## src/rtl/maxterm_sweep_pkg.sv

```systemverilog
// Shared types and helpers for the maxterm sweep controller.
package maxterm_sweep_pkg;

    typedef enum logic [2:0] {
        ST_IDLE   = 3'd0,
        ST_APPLY  = 3'd1,
        ST_WAIT   = 3'd2,
        ST_SAMPLE = 3'd3,
        ST_FINISH = 3'd4
    } sweep_state_e;

    localparam int               IDX_W    = 3;
    localparam logic [IDX_W-1:0] LAST_IDX = 3'd7;

    // Index width that never collapses to zero bits for a single unit.
    function automatic int clog2_min1(input int n);
        return (n <= 1) ? 1 : $clog2(n);
    endfunction

endpackage

```

## src/rtl/maxterm_sweep_ctrl_if.sv

```systemverilog
// Stimulus/response bus between the sweep controller and the bank of function units.
interface maxterm_sweep_ctrl_if #(
    parameter int N_FUNC = 5
);
    import maxterm_sweep_pkg::*;

    localparam int FW = clog2_min1(N_FUNC);

    // The units are purely combinational: {x,y,z} is held by the controller and
    // s_in/ctrl_in are only trusted after the settle interval has elapsed.
    logic              x;
    logic              y;
    logic              z;
    logic [FW-1:0]     func_idx;
    logic [N_FUNC-1:0] s_in;
    logic [N_FUNC-1:0] ctrl_in;

    modport master (output x, y, z, func_idx, input s_in, ctrl_in);
    modport slave  (input x, y, z, func_idx, output s_in, ctrl_in);

endinterface

```

## src/rtl/maxterm_sweep_ctrl_sweep_point_counter.sv

```systemverilog
// Nested index/function counter walking every (func, idx) point of a sweep.
module sweep_point_counter
    import maxterm_sweep_pkg::*;
#(
    parameter int N_FUNC = 5
) (
    input  logic                          clk,
    input  logic                          rst_n,
    input  logic                          clear,
    input  logic                          advance,
    output logic [IDX_W-1:0]              idx,
    output logic [clog2_min1(N_FUNC)-1:0] func,
    output logic                          last
);

    localparam int            FW        = clog2_min1(N_FUNC);
    localparam logic [FW-1:0] LAST_FUNC = FW'(N_FUNC - 1);

    always_ff @(posedge clk or negedge rst_n) begin
        if (!rst_n) begin
            idx  <= '0;
            func <= '0;
        end else if (clear) begin
            idx  <= '0;
            func <= '0;
        end else if (advance) begin
            if (idx != LAST_IDX) begin
                idx <= idx + 1'b1;
            end else if (func != LAST_FUNC) begin
                idx  <= '0;
                func <= func + 1'b1;
            end
        end
    end

    assign last = (idx == LAST_IDX) && (func == LAST_FUNC);

endmodule

```

## src/rtl/maxterm_sweep_ctrl.sv

```systemverilog
// Exhaustive reduced-vs-canonical equivalence sweep over N_FUNC 3-input units.
// Optional per-sample trace outputs are enabled with SWEEP_TRACE_EN.
module maxterm_sweep_ctrl
    import maxterm_sweep_pkg::*;
#(
    parameter int N_FUNC = 5,
    parameter int SETTLE = 1
) (
    input  logic                                clk,
    input  logic                                rst_n,
    input  logic                                start,
    input  logic                                abort,
    maxterm_sweep_ctrl_if.master                unit,
    output logic                                busy,
    output logic                                done,
    output logic [N_FUNC-1:0]                   pass_mask,
    output logic [$clog2(8*N_FUNC+1)-1:0]       err_count,
    output logic                                first_err_valid,
    output logic [clog2_min1(N_FUNC)-1:0]       first_err_func,
    output logic [IDX_W-1:0]                    first_err_idx,
`ifdef SWEEP_TRACE_EN
    output logic                                trace_valid,
    output logic [clog2_min1(N_FUNC)-1:0]       trace_func,
    output logic [IDX_W-1:0]                    trace_idx,
    output logic                                trace_s,
    output logic                                trace_ctrl,
`endif
    output sweep_state_e                        state_dbg
);

    localparam int FW = clog2_min1(N_FUNC);

    sweep_state_e     state, state_nxt;
    logic [3:0]       settle_cnt;
    logic [IDX_W-1:0] idx;
    logic [FW-1:0]    func;
    logic             last_point;
    logic             sweep_clear;
    logic             point_advance;
    logic             sample_fire;
    logic             mismatch;

    sweep_point_counter #(.N_FUNC(N_FUNC)) u_points (
        .clk     (clk),
        .rst_n   (rst_n),
        .clear   (sweep_clear),
        .advance (point_advance),
        .idx     (idx),
        .func    (func),
        .last    (last_point)
    );

    always_ff @(posedge clk or negedge rst_n) begin
        if (!rst_n) state <= ST_IDLE;
        else        state <= state_nxt;
    end

    // Abort beats every busy-state transition, including a pending sample.
    always_comb begin
        state_nxt = state;
        case (state)
            ST_IDLE:   if (start) state_nxt = ST_APPLY;
            ST_APPLY: begin
                if (abort)            state_nxt = ST_IDLE;
                else if (SETTLE == 0) state_nxt = ST_SAMPLE;
                else                  state_nxt = ST_WAIT;
            end
            ST_WAIT: begin
                if (abort)                state_nxt = ST_IDLE;
                else if (settle_cnt <= 1) state_nxt = ST_SAMPLE;
            end
            ST_SAMPLE: begin
                if (abort)           state_nxt = ST_IDLE;
                else if (last_point) state_nxt = ST_FINISH;
                else                 state_nxt = ST_APPLY;
            end
            ST_FINISH: state_nxt = ST_IDLE;
            default:   state_nxt = ST_IDLE;
        endcase
    end

    always_ff @(posedge clk or negedge rst_n) begin
        if (!rst_n)                 settle_cnt <= '0;
        else if (state == ST_APPLY) settle_cnt <= 4'(SETTLE);
        else if (state == ST_WAIT)  settle_cnt <= settle_cnt - 1'b1;
    end

    assign sweep_clear   = (state == ST_IDLE) && start;
    assign sample_fire   = (state == ST_SAMPLE) && !abort;
    assign point_advance = sample_fire && !last_point;
    assign mismatch      = unit.s_in[func] != unit.ctrl_in[func];

    always_ff @(posedge clk or negedge rst_n) begin
        if (!rst_n) begin
            pass_mask       <= '0;
            err_count       <= '0;
            first_err_valid <= 1'b0;
            first_err_func  <= '0;
            first_err_idx   <= '0;
        end else if (sweep_clear) begin
            pass_mask       <= '1;
            err_count       <= '0;
            first_err_valid <= 1'b0;
            first_err_func  <= '0;
            first_err_idx   <= '0;
        end else if (sample_fire && mismatch) begin
            pass_mask[func] <= 1'b0;
            err_count       <= err_count + 1'b1;
            if (!first_err_valid) begin
                first_err_valid <= 1'b1;
                first_err_func  <= func;
                first_err_idx   <= idx;
            end
        end
    end

`ifdef SWEEP_TRACE_EN
    always_ff @(posedge clk or negedge rst_n) begin
        if (!rst_n) begin
            trace_valid <= 1'b0;
            trace_func  <= '0;
            trace_idx   <= '0;
            trace_s     <= 1'b0;
            trace_ctrl  <= 1'b0;
        end else begin
            trace_valid <= sample_fire;
            if (sample_fire) begin
                trace_func <= func;
                trace_idx  <= idx;
                trace_s    <= unit.s_in[func];
                trace_ctrl <= unit.ctrl_in[func];
            end
        end
    end
`endif

    assign busy          = (state == ST_APPLY) || (state == ST_WAIT) || (state == ST_SAMPLE);
    assign done          = (state == ST_FINISH);
    assign unit.x        = busy & idx[2];
    assign unit.y        = busy & idx[1];
    assign unit.z        = busy & idx[0];
    assign unit.func_idx = busy ? func : '0;
    assign state_dbg     = state;

endmodule

```

## src/flat_wrapper.sv

```systemverilog
// flat-port wrapper written by rule: the top's interface ports become plain ports
module maxterm_sweep_ctrl_flat import maxterm_sweep_pkg::*;
#(
    parameter int N_FUNC = 5,
    parameter int SETTLE = 1
)
  (clk, rst_n, start, abort, busy, done, pass_mask, err_count, first_err_valid, first_err_func, first_err_idx, state_dbg, unit_x, unit_y, unit_z, unit_func_idx, unit_s_in, unit_ctrl_in);
  maxterm_sweep_ctrl_if #(.N_FUNC(N_FUNC)) unit_i ();
  input  logic clk;
  input  logic rst_n;
  input  logic start;
  input  logic abort;
  output logic busy;
  output logic done;
  output logic [N_FUNC-1:0] pass_mask;
  output logic [$clog2(8*N_FUNC+1)-1:0] err_count;
  output logic first_err_valid;
  output logic [clog2_min1(N_FUNC)-1:0] first_err_func;
  output logic [IDX_W-1:0] first_err_idx;
  output sweep_state_e state_dbg;
  output wire logic [$bits(unit_i.x)-1:0] unit_x;
  output wire logic [$bits(unit_i.y)-1:0] unit_y;
  output wire logic [$bits(unit_i.z)-1:0] unit_z;
  output wire logic [$bits(unit_i.func_idx)-1:0] unit_func_idx;
  input wire logic [$bits(unit_i.s_in)-1:0] unit_s_in;
  input wire logic [$bits(unit_i.ctrl_in)-1:0] unit_ctrl_in;
  assign unit_x = unit_i.x;
  assign unit_y = unit_i.y;
  assign unit_z = unit_i.z;
  assign unit_func_idx = unit_i.func_idx;
  assign unit_i.s_in = unit_s_in;
  assign unit_i.ctrl_in = unit_ctrl_in;
  maxterm_sweep_ctrl #(.N_FUNC(N_FUNC), .SETTLE(SETTLE)) u_core (.clk(clk), .rst_n(rst_n), .start(start), .abort(abort), .unit(unit_i), .busy(busy), .done(done), .pass_mask(pass_mask), .err_count(err_count), .first_err_valid(first_err_valid), .first_err_func(first_err_func), .first_err_idx(first_err_idx), .state_dbg(state_dbg));
endmodule
```

## config.mk

```make
export PLATFORM = sky130hd
export DESIGN_NAME = maxterm_sweep_ctrl_flat
export DESIGN_NICKNAME = d
export VERILOG_FILES = /design/src/rtl/maxterm_sweep_pkg.sv /design/src/rtl/maxterm_sweep_ctrl_if.sv /design/src/rtl/maxterm_sweep_ctrl_sweep_point_counter.sv /design/src/rtl/maxterm_sweep_ctrl.sv /design/src/flat_wrapper.sv
export SDC_FILE = /design/constraint.sdc
export NUM_CORES = 1
export LEC_CHECK = 0
export ABC_AREA = 1
export CAP_MARGIN = 10
export CELL_PAD_IN_SITES_DETAIL_PLACEMENT = 1
export CELL_PAD_IN_SITES_GLOBAL_PLACEMENT = 1
export CORE_ASPECT_RATIO = 1.4
export CORE_UTILIZATION = 36
export CTS_BUF_LIST = sky130_fd_sc_hd__clkbuf_16
export DETAILED_ROUTE_END_ITERATION = 10
export PLACE_DENSITY_LB_ADDON = 0.1
export SLEW_MARGIN = 20
export SYNTH_ARGS = -nofsm -noshare
export SYNTH_HDL_FRONTEND = slang
export SYNTH_SLANG_ARGS = --single-unit
```

## constraint.sdc

```tcl
create_clock -name clk -period 1.9 [get_ports clk]
set_input_delay 0.38 -clock clk [delete_from_list [all_inputs] [get_ports clk]]
set_output_delay 0.38 -clock clk [all_outputs]
set_load 0.01 [all_outputs]
```

* Word-level counts from Yosys, hierarchy flattened
Cells that the tools add are included.
Cells by class: add/sub/neg operators 4, magnitude comparators 3, equality and inequality tests 13, multiplexer cells 36, bitwise gates (word level) 5, reductions and logical operators 20
Operators with widths (count):
- $mux W3 | 20
- $mux W6 | 2
- $pmux W3 S4 | 1
- $mux W5 | 2
- $eq A3 B3 Y1 const B | 3
- $mux W4 | 2
- $reduce_bool A2 Y1 | 4
- $add A3 B1 Y3 const B | 2
- $add A6 B1 Y6 const B | 1
- $bmux W1 S3 | 2
- $eq A3 B2 Y1 const B | 2
- $logic_and A1 B1 Y1 | 6
- $ne A3 B3 Y1 const B | 2
- $reduce_and A2 Y1 | 3
- $and A5 B5 Y5 | 1
- $mux W1 | 5
- $not A5 Y5 | 1
- $le A4 B1 Y1 const B | 1
- $lt A3 B4 Y1 const B | 1
- $ne A2 B2 Y1 const B | 2
- $sub A4 B1 Y4 const B | 1
- $and A1 B1 Y1 | 3
- $demux W1 S3 | 1
- $eq A3 B1 Y1 const B | 1
- 10 further kinds | 12
Storage, ports and cells: register bits 31, output and inout bits 29

* Depth between registers and ports, before layout
depth after elaboration 8, mapped depth 12

* Modules after synthesis
From an unflattened synthesis, not the netlist that was laid out.
Second synthesis, totals: cell total of the unflattened synthesis 251, area total of the unflattened synthesis 1866.8 um2
Modules (own cells, without submodules):
- maxterm_sweep_ctrl | times used 1, cells an instance 192, area each 1461.4 um2, seq. area each 625.6 um2
- sweep_point_counter | times used 1, cells an instance 59, area each 405.4 um2, seq. area each 150.1 um2

* Worst setup path after synthesis
Ideal clock, no wire load.
path kind flip-flop to flip-flop, start point register u_core.u_points.func[0], end point register u_core.pass_mask[3], library setup time 0.130 ns, arrival 1.372 ns, slack 0.398 ns, stages on the path, launching flop included 12, path buffers 3, path through dfrtp_1 > buf_6 > inv_4 > buf_8 > nand4_1 > nand2_1 > nor2_2 > nand2_2 > nand3_4 > buf_8 > o21ai_2 > nand2_1
On the way: word-level cells in the longest chain between the ends 8, elaborated cells on any way between the ends 16
Ends and longest elaborated chain:
- start: declaration | RTL line maxterm_sweep_ctrl_sweep_point_counter.sv:12 | output logic [clog2_min1(N_FUNC)-1:0] func,
- start signal: assignment | RTL line maxterm_sweep_ctrl_sweep_point_counter.sv:31 | func <= func + 1'b1;
- $lt A3 B4 Y1 (not written as such) or $ge A3 B1 Y1 (tied branches) | RTL line maxterm_sweep_ctrl.sv:107 | pass_mask[func] <= 1'b0;
- $logic_and A1 B1 Y1 (not written as such) | RTL line maxterm_sweep_ctrl.sv:107
- $mux W1 (not written as such) | RTL line maxterm_sweep_ctrl.sv:107
- $demux W1 S3
- $not A5 Y5 (no line)
- $and A5 B5 Y5 (no line)
- $mux W5 | RTL line maxterm_sweep_ctrl.sv:106 | end else if (sample_fire && mismatch) begin
- $mux W5 | RTL line maxterm_sweep_ctrl.sv:100 | end else if (sweep_clear) begin
- end signal: assignment | RTL line maxterm_sweep_ctrl.sv:95 | pass_mask <= '0;
- end signal: assignment | RTL line maxterm_sweep_ctrl.sv:101 | pass_mask <= '1;
- end signal: indexed assignment | RTL line maxterm_sweep_ctrl.sv:107
- end: declaration | RTL line maxterm_sweep_ctrl.sv:16 | output logic [N_FUNC-1:0] pass_mask,
Parallel ways exist; a longest one is shown, timed or not. The select of a mux whose other input is x is not followed. A chain may end at the register's enable or synchronous reset.

* Worst setup path in the final report
start point register u_core.state[2], in the netlist u_core.state_dbg[2], end point output busy
On the way: word-level cells in the longest chain between the ends 3, elaborated cells on any way between the ends 5
Ends and longest elaborated chain:
- start: declaration | RTL line maxterm_sweep_ctrl.sv:33 | sweep_state_e state, state_nxt;
- start signal: assignment | RTL line maxterm_sweep_ctrl.sv:55 | else state <= state_nxt;
- $eq A3 B1 Y1 or $eq A3 B2 Y1 (tied branches) | RTL line maxterm_sweep_ctrl.sv:137 | assign busy = (state == ST_APPLY) || (state == ST_WAIT) || (state == ST_SAMPLE);
- $logic_or A1 B1 Y1 | RTL line maxterm_sweep_ctrl.sv:137
- $logic_or A1 B1 Y1 (*) | RTL line maxterm_sweep_ctrl.sv:137
- end: declaration | RTL line flat_wrapper.sv:13 | output logic busy;
Mark *: on every way between the ends. The rest lies on a longest branch, timed or not.

==> reports/metrics.cfg <==
[logic_synthesis]
synth-compound-area-share=0.0804
synth_area_mm2=0.00176
postSynthAreaPerCell_um2=8.22
synth_top_family_by_area=simple AND/OR/NAND/NOR gates
yosys_warnings=0
synth-xor-area-share=0.0249
synth_top_cell_area_share=0.441
synth-adder-area-share=0.0498
synthTopCellsByArea=dfrtp_1 (44%), nand2_1 (10%), nand3_1 (7.4%)
synthSimpleGateAreaFrac=0.304
ys_ff_latch=31
synthMuxAreaShare=0.00569
synth_cells=214
seq_area_frac_synth=0.441
yosysUniqueCellTypes=30
synth_fp_nets=235
synth_largest_area_cell=dfrtp_1

[sta]
slew_headroom=0.724
fin_crit_sh=0.933
finalHoldViolCount=0
fin_tns_setup_ns=0
finalMaxSlewViolations=0
worst_clock_skew_ns=0.00269
post-route-min-period_ns=1.77
rsz0062_at_grt=false
finalSetupViolCount=0
fmax_ghz=0.564
worst_slew_pin_slew_ns=0.414

[route]
first_iter_violations=36
drc=0
wire_per_inst_um=13.7
highest_layer=met4
wl_met1_um=1880
wl_um=4530
wl_met2_um=2380
vias_per_cell=4.88
route.met3.wl_um=221
route.vias.total=1612
antenna_left=0
dr.pass1.iters=4

[critical_path]
endpoint=busy
r2r-end=u_core.err_count[3]
end_kind=output port
critPathLaunchType=flop
r2r_cells=10
cp.arrival_ns=1.39
setup.worst_path.start=u_core.state_dbg[2]
worstReg2RegStart=u_core.u_points.func[2]
crit_required_ns=1.52
crit_fanout=3
criticalPathCategory=flop to output port
rrSetupSlack_ns=0.17

[cts]
postCtsHoldBufs=0
clockBufferDepth=2
cts_tree=done
cts.sinks=31
htreeDepth=2
clk_pin_slew_worst_paths_ns=0.05
cts_made_buffers=5
clk_latency_ns=0.27
clockRootBuffer=clkbuf_16

[grt]
antenna_found_initial=0
grt_util_all_layers=0.202
grt_start_max_net_pins=32
grt_first_pass_wirelength_um=7770
grt-ovfl-total=0
grt_pass1_vias=1734

[cells_and_area]
seq_area_um2=777
nFillCells=583
multiInputGateArea_um2=823
diodes=0
layout-drive-gt1-share=0.138
fin_cells=330
area_growth_syn_to_layout_pct=37.0
nNetsFinal=289

[power]
finalPower_uw=3020
cellLeakagePower_uw=0.00116
ir_drop_v=0.000630
p_per_area_mw_per_mm2=1250

[die]
ios=43
die_height_um=84.7
initial_core_util=0.382
core_area_mm2=0.00461
rows=29
die-width_um=61.1
die_area_mm2=0.00517

[place]
dp_cells=322
gp_congestion=0.732
port-buffer-count=42
dp_hpwl_um=3380

[job]
cap_violations=0

[worst_hold_path]
min_path_type=flop to flop

[outcome]
status=finished clean

-- Yosys cell counts --
| cell type | n |
|---|---|
| inv_2 | 1 |
| o21ai_1 | 3 |
| a31oi_1 | 1 |
| nand3_1 | 26 |
| nand3_4 | 1 |
| dfrtp_1 | 31 |
| nand2_2 | 3 |
| xor2_1 | 3 |
| buf_2 | 1 |
| nor3_1 | 3 |
| mux2i_1 | 1 |
| nor2_4 | 1 |
| nor3_4 | 1 |
| buf_6 | 2 |
| inv_1 | 25 |
| inv_4 | 1 |
| nor2_2 | 3 |
| buf_8 | 2 |
| nor4_1 | 1 |
| nand4_1 | 7 |
| clkbuf_1 | 1 |
| o21ai_2 | 4 |
| xnor2_1 | 2 |
| nand3_2 | 1 |
| o21ai_0 | 9 |
| a21oi_1 | 5 |
| nor2_1 | 17 |
| ha_1 | 7 |
| nand2_1 | 49 |
| o31ai_1 | 2 |
-- layer usage --
| metal | track usage | vias to the layer above |
|---|---|---|
| met2 | 0.360 | 34 |
| met5 | 0 | - |
| met3 | 0.0555 | 5 |
| met1 | 0.227 | 772 |
| li1 | - | 801 |
| met4 | 0.0558 | 0 |
-- registers in the layout (all words and copies together), names as in the netlist, 3 cells and up --
name / count
u_core.u_points.func: 3
u_core.first_err_idx: 3
u_core.first_err_func: 3
u_core.u_points.idx: 3
u_core.state_dbg: 3
u_core.err_count: 6
u_core.settle_cnt: 4
u_core.pass_mask: 5
-- logic make-up (layout without fill, tap and decap cells) --
| group | after synthesis | after routing |
|---|---|---|
| simple gates | 113 | 113 |
| buf+inv | 33 | 87 |
| flops | 31 | 31 |
| compound gates | 24 | 24 |
| fa+ha+maj | 7 | 7 |
| xor+xnor | 5 | 5 |
| mux | 1 | 1 |
-- per-stage QoR --
stage	utilization	hold WS [ns]	setup slack [ns]	instance area, um2
after global routing	0.523	0.500	0.00203	2410
final	0.523	0.490	0.126	2410
after detailed placement	0.493	0.484	0.0256	2270
after global placement	0.493	0.467	0.0458	2270
after floorplan	-	0.0844	0.398	1760
after CTS	0.523	0.492	0.114	2410
-- worst min-delay path by stage --
stage                              start              endpoint  slack [ns]  depth (start not counted)
floorplan                          rst_n   u_core.err_count[0]        0.08                          0
global placement    u_core.settle_cnt[3]  u_core.settle_cnt[3]        0.47                          1
detailed placement  u_core.settle_cnt[3]  u_core.settle_cnt[3]        0.48                          1
CTS                 u_core.settle_cnt[3]  u_core.settle_cnt[3]        0.49                          1
global route        u_core.settle_cnt[3]  u_core.settle_cnt[3]        0.50                          1
finish              u_core.settle_cnt[3]  u_core.settle_cnt[3]        0.49                          1
-- cell type report --
cell class,instances,area share
Clock inverter,2,0.00363
Sequential cell,31,0.322
Tap cell,62,0.0322
Multi-Input combinational cell,150,0.342
Clock buffer,5,0.0519
Timing Repair Buffer,53,0.205
Inverter,27,0.0431
-- where the power goes --
part,internal [uW],switching (uW)
Sequential,810,148
Combinational,553,766
Clock,470,270
Total,1830,1180
-- critical path, cell delays in order (launching register included) --
cell,delay (ns)
dfrtp_2,0.42
nor2_2,0.15
clkdlybuf4s50_1,0.55
-- what timing repair did --
item,4_1_cts,5_1_grt
gates resized for setup,11,0
endpoints found under the hold margin,0,0
buffers inserted,1,0
setup endpoints to repair,7,0
-- cell usage in the layout (no fill, tap or decap), types with 4 or more instances in the layout --
cell	n
nand2_1	49
clkdlybuf4s50_1	35
dfrtp_1	30
nand3_1	26
inv_1	24
nor2_1	15
buf_4	11
o21ai_0	9
nand4_1	7
ha_1	7
dlygate4sd2_1	7
nor2_2	5
a21oi_1	5
clkbuf_16	5
o21ai_2	4
No activity file was read; power rests on OpenSTA's default activity.
